[config.mk]
export PLATFORM = sky130hd
export DESIGN_NAME = systolic_feeder
export DESIGN_NICKNAME = d
export VERILOG_FILES = /design/src/rtl/systolic_feeder.sv
export SDC_FILE = /design/constraint.sdc
export NUM_CORES = 1
export LEC_CHECK = 0
export CAP_MARGIN = 0
export CORE_MARGIN = 10
export CORE_UTILIZATION = 45
export CTS_CLUSTER_SIZE = 40
export DETAILED_ROUTE_END_ITERATION = 8
export PLACE_DENSITY = 0.76
export SLEW_MARGIN = 30
export SYNTH_ARGS = -nofsm -noshare
export SYNTH_HDL_FRONTEND = slang
export SYNTH_SLANG_ARGS = --single-unit
[constraint.sdc]
create_clock -name clk -period 8.49 [get_ports clk]
set_input_delay 1.698 -clock clk [delete_from_list [all_inputs] [get_ports clk]]
set_output_delay 1.698 -clock clk [all_outputs]
set_load 0.03 [all_outputs]
[src/rtl/systolic_feeder.sv]
// Input-side tile sequencer for the systolic array: buffers one weight tile and one
// data tile from valid/ready streams, then plays weights out followed by skewed data.
module systolic_feeder #(
    parameter int unsigned DEPTH     = 4,
    parameter int unsigned BIT_WIDTH = 8,
    parameter int unsigned MAX_ROWS  = 8
) (
    input  logic                            clk,
    input  logic                            rst_n,
    input  logic                            start,
    input  logic [$clog2(MAX_ROWS+1)-1:0]   n_rows,
    input  logic                            wt_valid,
    output logic                            wt_ready,
    input  logic [BIT_WIDTH*DEPTH-1:0]      wt_in,
    input  logic                            data_valid,
    output logic                            data_ready,
    input  logic [BIT_WIDTH*DEPTH-1:0]      data_in,
    output logic                            control,
    output logic [BIT_WIDTH*DEPTH-1:0]      wt_arr,
    output logic [BIT_WIDTH*DEPTH-1:0]      data_arr,
    output logic                            busy,
    output logic                            done
);

    localparam int unsigned DW = BIT_WIDTH * DEPTH;
    localparam int unsigned NW = $clog2(MAX_ROWS + 1);
    localparam int unsigned CW = $clog2(MAX_ROWS + DEPTH + 1);
    localparam int unsigned KW = (DEPTH > 1) ? $clog2(DEPTH) : 1;
    localparam int unsigned RW = (MAX_ROWS > 1) ? $clog2(MAX_ROWS) : 1;

    typedef enum logic [2:0] {
        IDLE   = 3'd0,
        FILL_W = 3'd1,
        FILL_D = 3'd2,
        SEND_W = 3'd3,
        SEND_D = 3'd4,
        DONE   = 3'd5
    } state_t;

    state_t          state_q, state_d;
    logic [CW-1:0]   cnt_q, cnt_d;
    logic [NW-1:0]   n_q, n_d;
    logic [DW-1:0]   wbuf_q [DEPTH];
    logic [DW-1:0]   wbuf_d [DEPTH];
    logic [DW-1:0]   dbuf_q [MAX_ROWS];
    logic [DW-1:0]   dbuf_d [MAX_ROWS];

    logic            control_q, control_d;
    logic [DW-1:0]   wt_arr_q, wt_arr_d;
    logic [DW-1:0]   data_arr_q, data_arr_d;
    logic            wt_ready_q, wt_ready_d;
    logic            data_ready_q, data_ready_d;
    logic            busy_q, busy_d;
    logic            done_q, done_d;

    logic            skew_en;
    logic [CW-1:0]   t_sel;
    logic [RW-1:0]   rix;

    always_comb begin
        state_d    = state_q;
        cnt_d      = cnt_q;
        n_d        = n_q;
        wbuf_d     = wbuf_q;
        dbuf_d     = dbuf_q;
        control_d  = 1'b0;
        wt_arr_d   = '0;
        data_arr_d = '0;
        done_d     = 1'b0;
        skew_en    = 1'b0;
        t_sel      = '0;
        rix        = '0;

        case (state_q)
            IDLE: begin
                if (start && (n_rows != '0)) begin
                    n_d     = (n_rows > NW'(MAX_ROWS)) ? NW'(MAX_ROWS) : n_rows;
                    cnt_d   = '0;
                    state_d = FILL_W;
                end
            end
            FILL_W: begin
                if (wt_valid && wt_ready_q) begin
                    wbuf_d[KW'(cnt_q)] = wt_in;
                    if (cnt_q == CW'(DEPTH - 1)) begin
                        cnt_d   = '0;
                        state_d = FILL_D;
                    end else begin
                        cnt_d = cnt_q + CW'(1);
                    end
                end
            end
            FILL_D: begin
                if (data_valid && data_ready_q) begin
                    dbuf_d[RW'(cnt_q)] = data_in;
                    if (cnt_q == CW'(n_q) - CW'(1)) begin
                        cnt_d     = '0;
                        state_d   = SEND_W;
                        control_d = 1'b1;
                        wt_arr_d  = wbuf_q[0];
                    end else begin
                        cnt_d = cnt_q + CW'(1);
                    end
                end
            end
            SEND_W: begin
                if (cnt_q == CW'(DEPTH - 1)) begin
                    cnt_d   = '0;
                    state_d = SEND_D;
                    skew_en = 1'b1;
                end else begin
                    cnt_d     = cnt_q + CW'(1);
                    control_d = 1'b1;
                    wt_arr_d  = wbuf_q[KW'(cnt_q + CW'(1))];
                end
            end
            SEND_D: begin
                if (cnt_q == CW'(n_q) + CW'(DEPTH) - CW'(2)) begin
                    cnt_d   = '0;
                    state_d = DONE;
                    done_d  = 1'b1;
                end else begin
                    cnt_d   = cnt_q + CW'(1);
                    skew_en = 1'b1;
                    t_sel   = cnt_q + CW'(1);
                end
            end
            DONE: begin
                state_d = IDLE;
            end
            default: begin
                state_d = IDLE;
            end
        endcase

        // Output registers look one cycle ahead: lane j shows row (t - j) of the buffer.
        if (skew_en) begin
            for (int unsigned j = 0; j < DEPTH; j++) begin
                if ((t_sel >= CW'(j)) && ((t_sel - CW'(j)) < CW'(n_q))) begin
                    rix = RW'(t_sel - CW'(j));
                    data_arr_d[j*BIT_WIDTH +: BIT_WIDTH] = dbuf_q[rix][j*BIT_WIDTH +: BIT_WIDTH];
                end
            end
        end

        wt_ready_d   = (state_d == FILL_W);
        data_ready_d = (state_d == FILL_D);
        busy_d       = (state_d != IDLE);
    end

    always_ff @(posedge clk) begin
        if (!rst_n) begin
            state_q      <= IDLE;
            cnt_q        <= '0;
            n_q          <= '0;
            control_q    <= 1'b0;
            wt_arr_q     <= '0;
            data_arr_q   <= '0;
            wt_ready_q   <= 1'b0;
            data_ready_q <= 1'b0;
            busy_q       <= 1'b0;
            done_q       <= 1'b0;
        end else begin
            state_q      <= state_d;
            cnt_q        <= cnt_d;
            n_q          <= n_d;
            control_q    <= control_d;
            wt_arr_q     <= wt_arr_d;
            data_arr_q   <= data_arr_d;
            wt_ready_q   <= wt_ready_d;
            data_ready_q <= data_ready_d;
            busy_q       <= busy_d;
            done_q       <= done_d;
        end
    end

    // Tile buffers carry no reset; their contents are only read after being written.
    always_ff @(posedge clk) begin
        wbuf_q <= wbuf_d;
        dbuf_q <= dbuf_d;
    end

    assign control    = control_q;
    assign wt_arr     = wt_arr_q;
    assign data_arr   = data_arr_q;
    assign wt_ready   = wt_ready_q;
    assign data_ready = data_ready_q;
    assign busy       = busy_q;
    assign done       = done_q;

endmodule

Yosys cells after proc, flatten, opt, wreduce, memory -nomap -nowiden

Cells that the tools add are included.

Output and inout bits: 69
Bits of input ports: 73
Logic and storage cells: 141
Register bits: 464

Bitwise operators: 7
Add/sub/neg operators: 7
Eq/ne operators: 12
$lt $le $gt $ge: 18
Muxes and demuxes: 50
Reductions and logical operators: 22

Operators with widths:

| cell                  | count |
|---|---|
| $bmux W32 S3          | 4 |
| $mux W32              | 9 |
| $bwmux W256           | 1 |
| $bwmux W128           | 1 |
| $demux W32 S3         | 1 |
| $bmux W32 S2          | 1 |
| $demux W32 S2         | 1 |
| $pmux W32 S2          | 1 |
| $mux W24              | 2 |
| $mux W16              | 2 |
| $mux W4               | 8 |
| $mux W3               | 7 |
| $ge A4 B4 Y1 const B  | 5 |
| $not A3 Y4            | 5 |
| $pmux W4 S5           | 1 |
| $lt A4 B4 Y1          | 4 |
| $mux W8               | 2 |
| $pmux W3 S5           | 1 |
| $reduce_and A3 Y1     | 4 |
| $sub A4 B2 Y4 const B | 3 |
| $eq A3 B2 Y1 const B  | 3 |
| $logic_and A1 B1 Y1   | 9 |
| $eq A4 B4 Y1          | 2 |
| $ge A4 B1 Y1 const B  | 2 |
| other kinds (21)      | 37 |

Depth between registers and ports, before layout

Depth in word-level cells: 10
Gate-level depth with buffers: 17
Gate-level depth less buffers: 15

Least setup slack after synthesis

Ideal clock, no wire load.

Kind: input port to flip-flop
Start: input data_valid
End: register dbuf_q[224] (netlist bit) (enable)
Cell stages on the path: 3
Library setup time: 0.461 ns
Arrival time: 4.177 ns
Required time: 8.029 ns
Slack: 3.852 ns
Buffers on the path: 0
Path through: and3_1 > nand2_1 > nor3_1

Cells in the longest elaborated chain, start to end: 2

RTL lines:

| element                     | line | source |
|---|---|---|
| from (decl)                 | 15   | `input logic data_valid,` |
| $logic_and A1 B1 Y1         | 94   | `if (data_valid && data_ready_q) begin` |
| $reduce_and A2 Y1 (no line) | n/a  |  |
| to (signal assigned)        | 180  | `dbuf_q <= dbuf_d;` |
| to (decl)                   | 45   | `logic [DW-1:0] dbuf_q [MAX_ROWS];` |

Every way passes these cells.
A chain may end at the register's enable or synchronous reset.

Final worst setup path

Start: register n_q[1]
End: register data_arr_q[20] (netlist: data_arr[20])

Cells in the longest elaborated chain, start to end: 10
Elaborated cells on any way between the ends: 16
Classes of those cells: add/sub: 3; order compare: 2; eq/ne: 1; mux: 7; bitwise: 1; reduce/logical: 2

RTL lines:

| element                                      | line | source |
|---|---|---|
| from (decl)                                  | 42   | `logic [NW-1:0] n_q, n_d;` |
| from (signal assigned)                       | 166  | `n_q <= n_d;` |
| $add A4 B3 Y4                                | 118  | `if (cnt_q == CW'(n_q) + CW'(DEPTH) - CW'(2)) begin` |
| $sub A4 B2 Y4                                | 118  |  |
| $eq A4 B4 Y1                                 | 118  |  |
| $mux W4                                      | 118  |  |
| $mux W4                                      | 74   | `case (state_q)` |
| $sub A4 B2 Y4                                | 140  | `rix = RW'(t_sel - CW'(j));` |
| $not A3 Y4 (not written as such)             | 141  | `data_arr_d[j*BIT_WIDTH +: BIT_WIDTH] = dbuf_q[rix][j*BIT_WIDTH +: BIT_WIDTH];` |
| $bmux W32 S3                                 | 141  |  |
| $mux W24 (not written as such) (2 in series) | 141  |  |
| to (signal assigned)                         | 169  | `data_arr_q <= data_arr_d;` |
| to (decl)                                    | 50   | `logic [DW-1:0] data_arr_q, data_arr_d;` |

Several ways; a longest one is shown, not always the timed one. The select of a mux whose other input is x is not followed.

==> results.yml <==
setup_path:
  worstSetupStartpointType: "register"
  slowest_stage: "o41a_2"
  crit_chain: "inv_1 > ha_1 > xor2_1 > o41a_2 > nand2_1 > ha_1 > clkinv_1 > ha_1 > a21oi_1 > nor2b_1 > a2111oi_2 > and3_1"
  endpoint_kind: "register"
  critical_path.max_fanout: 49
  crit_required_ns: 8.98
  critical_path_class: "register to register"
  timing.critical_path.mode_cell: "ha_1"
  cpPeakStageDelay_ns: 0.84
  cp.arrival_ns: 5.98
  rr_worst_depth: 12
global_routing:
  grt_pass1_wl_mm: 62.58
  grt_max_degree: 84
  antenna_found_initial: 2
  grt_use_total_pct: 16.81
  grt_pass1_vias: 10510
  overflow: 0
clocking:
  cts_setup_buffers: 0
  clkTransAtPathRegs_ns: 0.06
  cts_hold_buf: 0
  clkLatencyLatePin_ns: 0.57
  cts_tree: "done"
  cts_resized: 0
  htreeDepth: 2
  cts.sinks: 464
  clock_path_buffers: 3
  cts_root_buf: "clkbuf_16"
  numCtsBuffers: 45
yosys:
  synth_top_area_share_pct: 63.95
  synth-seq-cells: 464
  synth.area.top_cells: "edfxtp_1 (64%), dfxtp_1 (8.9%), mux4_2 (6.1%)"
  synthCells: 1104
  synth_common_cells: "edfxtp_1 (384), dfxtp_1 (80), nor2_1 (77), a22oi_1 (67), nand2_1 (55)"
  ys_types: 60
  ys.flop_type: "edfxtp_1"
  yosysTopAreaCell: "edfxtp_1"
  yosysWarnings: 0
  synth_edf_count: 384
  syn_area_um2: 18030
  yosysMostFrequentCell: "edfxtp_1"
  yosysSeqAreaShare_pct: 72.83
  synth.avg_cell_area_um2: 16.33
  ys_async_sr_fraction_pct: 0
  synth_fp_nets: 1198
final_layout:
  fin_cells: 1814
  layout.nets: 1346
  fill_cells: 3045
  multi_input_area_um2: 4624
  area_growth_pct: 20.44
  regArea_um2: 13140
  drive_gt1_share_pct: 13.98
detailed_routing:
  drt_iter0_drc: 1107
  drt_pass1_iterations: 5
  routed_wl_mm: 41.37
  avgRoutedWirePerCell_um: 22.81
  drtAntennaViolNets: 0
  vias: 10330
  remaining_drc_errors: 0
  routed_via_density: 5.695
sta:
  drv_slew: 0
  finalSetupViolCount: 0
  fin_worst_skew_ns: 0.01840
  setup_tns_ns: 0
  post-route-period-util_pct: 64.62
  fin_crit_ns: 5.486
  hold_viol: 0
  worstMarginPinSlew_ns: 0.9405
  rsz0062_at_grt: "no"
  fmax_mhz: 182.3
  maxSlewHeadroom_pct: 37.15
floorplan:
  core_area_um2: 39640
  die-area_um2: 48480
  num_rows: 73
  chipHeight_um: 220.2
  ios: 142
  die_x_um: 220.2
  start_util_pct: 45.49
power_and_ir_drop:
  power_w: 0.004761
  pwr-share-seq_pct: 51.9
  intPower_w: 0.003860
  p_per_area_nw_per_um2: 219.2
  power_switching_w: 0.0009014
  clockPowerShare_pct: 46.0
  p_leak_nw: 6.947
  power.switching_fraction_pct: 18.93
  p_comb_share_pct: 2.1
  vdd_ir_drop_max_mv: 0.1729
min_path:
  hold_depth: 2
  hp-class: "register to register"
placed_design:
  place_hpwl_mm: 24.67
  place_congestion: 0.8678
  placed_cells: 1730
  io_buffers: 141
outcome:
  status: "completed"
flow_run:
  max_cap_violations: 0
## state kept, by name, indices dropped and copies added, names as in the netlist
name	flops
busy	1
cnt_q	4
wbuf_q	128
data_ready	1
wt_arr	32
n_q	4
dbuf_q	256
state_q	3
wt_ready	1
data_arr	32
done	1
control	1
## per-stage QoR
step | util, % | hold slack, ns | setup slack [ns] | instance area (um2)
after floorplan | - | 0.4790 | 3.852 | 18030
after global placement | 50.53 | 0.4955 | 3.274 | 20030
after detailed placement | 50.61 | 0.5089 | 3.118 | 20060
after CTS | 54.76 | 0.5224 | 3.085 | 21710
after global routing | 54.79 | 0.5647 | 2.676 | 21720
final | 54.79 | 0.5199 | 3.004 | 21720
## power groups by stage
stage	Sequential, W	Clock [W]	Combinational, W
2_1_floorplan	0.00252	0	0.0000324
3_3_place_gp	0.00252	0	0.0000974
3_5_place_dp	0.00252	0	0.000101
4_1_cts	0.00247	0.00223	0.000102
5_1_grt	0.00247	0.00231	0.000110
6_report	0.00247	0.00219	0.000102
## final timing paths
kind | start | endpoint | slack (ns)
setup / recovery | n_q[1]$_SDFFE_PN0P_ | data_arr[20]$_SDFF_PN0_ | 3.00
hold / removal | wbuf_q[126]$_DFFE_PP_ | wt_arr[30]$_SDFF_PN0_ | 0.52
setup reg to reg | n_q[1]$_SDFFE_PN0P_ | data_arr[20]$_SDFF_PN0_ | 3.00
hold reg to reg | wbuf_q[126]$_DFFE_PP_ | wt_arr[30]$_SDFF_PN0_ | 0.52
## cells in the final DEF, fill, tap and decap left out, drive strengths merged, types with 9 or more instances in the layout
| cell | count |
|---|---|
| edfxtp | 384 |
| clkdlybuf4s50 | 141 |
| dfxtp | 80 |
| nor2 | 78 |
| a22oi | 67 |
| nand2 | 56 |
| clkbuf | 53 |
| mux4 | 49 |
| o21ai | 46 |
| a21oi | 45 |
| mux2i | 31 |
| and3 | 28 |
| ha | 21 |
| a211oi | 21 |
| buf | 21 |
| inv | 15 |
| clkinv | 15 |
| nand3 | 13 |
| bufinv | 11 |
| xnor2 | 9 |
| mux2 | 9 |
## routing by layer
metal	part of all wire [%]	track usage, %	routed length [um]
met5	0.022	0	9
met4	2.5	5.912	1014
met3	8.0	3.701	3309
met2	49	27.48	20330
met1	40	21.83	16710
## critical path: cells and delay by family, from the launching register on
family / cells / cell delay [ns]
DFF: 1 / 0.44
buffers and inverters: 2 / 0.53
and+or+nand+nor: 3 / 0.92
xor gates and xnor gates: 1 / 0.34
AOI/OAI and AO/OA: 3 / 1.78
adders and majority gates: 3 / 1.40
## cells by family after synthesis
kind of cell | count (synthesis) | synth area share (%)
buf+inv | 76 | 2.047
fa+ha+maj | 21 | 1.457
compound gates | 234 | 9.013
xor+xnor | 14 | 0.8119
simple gates | 206 | 5.440
mux | 89 | 8.403
flops | 464 | 72.83
## final cells by class
class                      instances  area share (%)
antenna                            1         0.01152
inverter                          15          0.2823
sequential                       464           60.48
multi-input combinational        564           21.29
clock inverter                    30           2.057
tap                              525           3.025
timing repair buffer             162           7.334
clock buffer                      53           5.513
(Power assumes the default switching activity.)
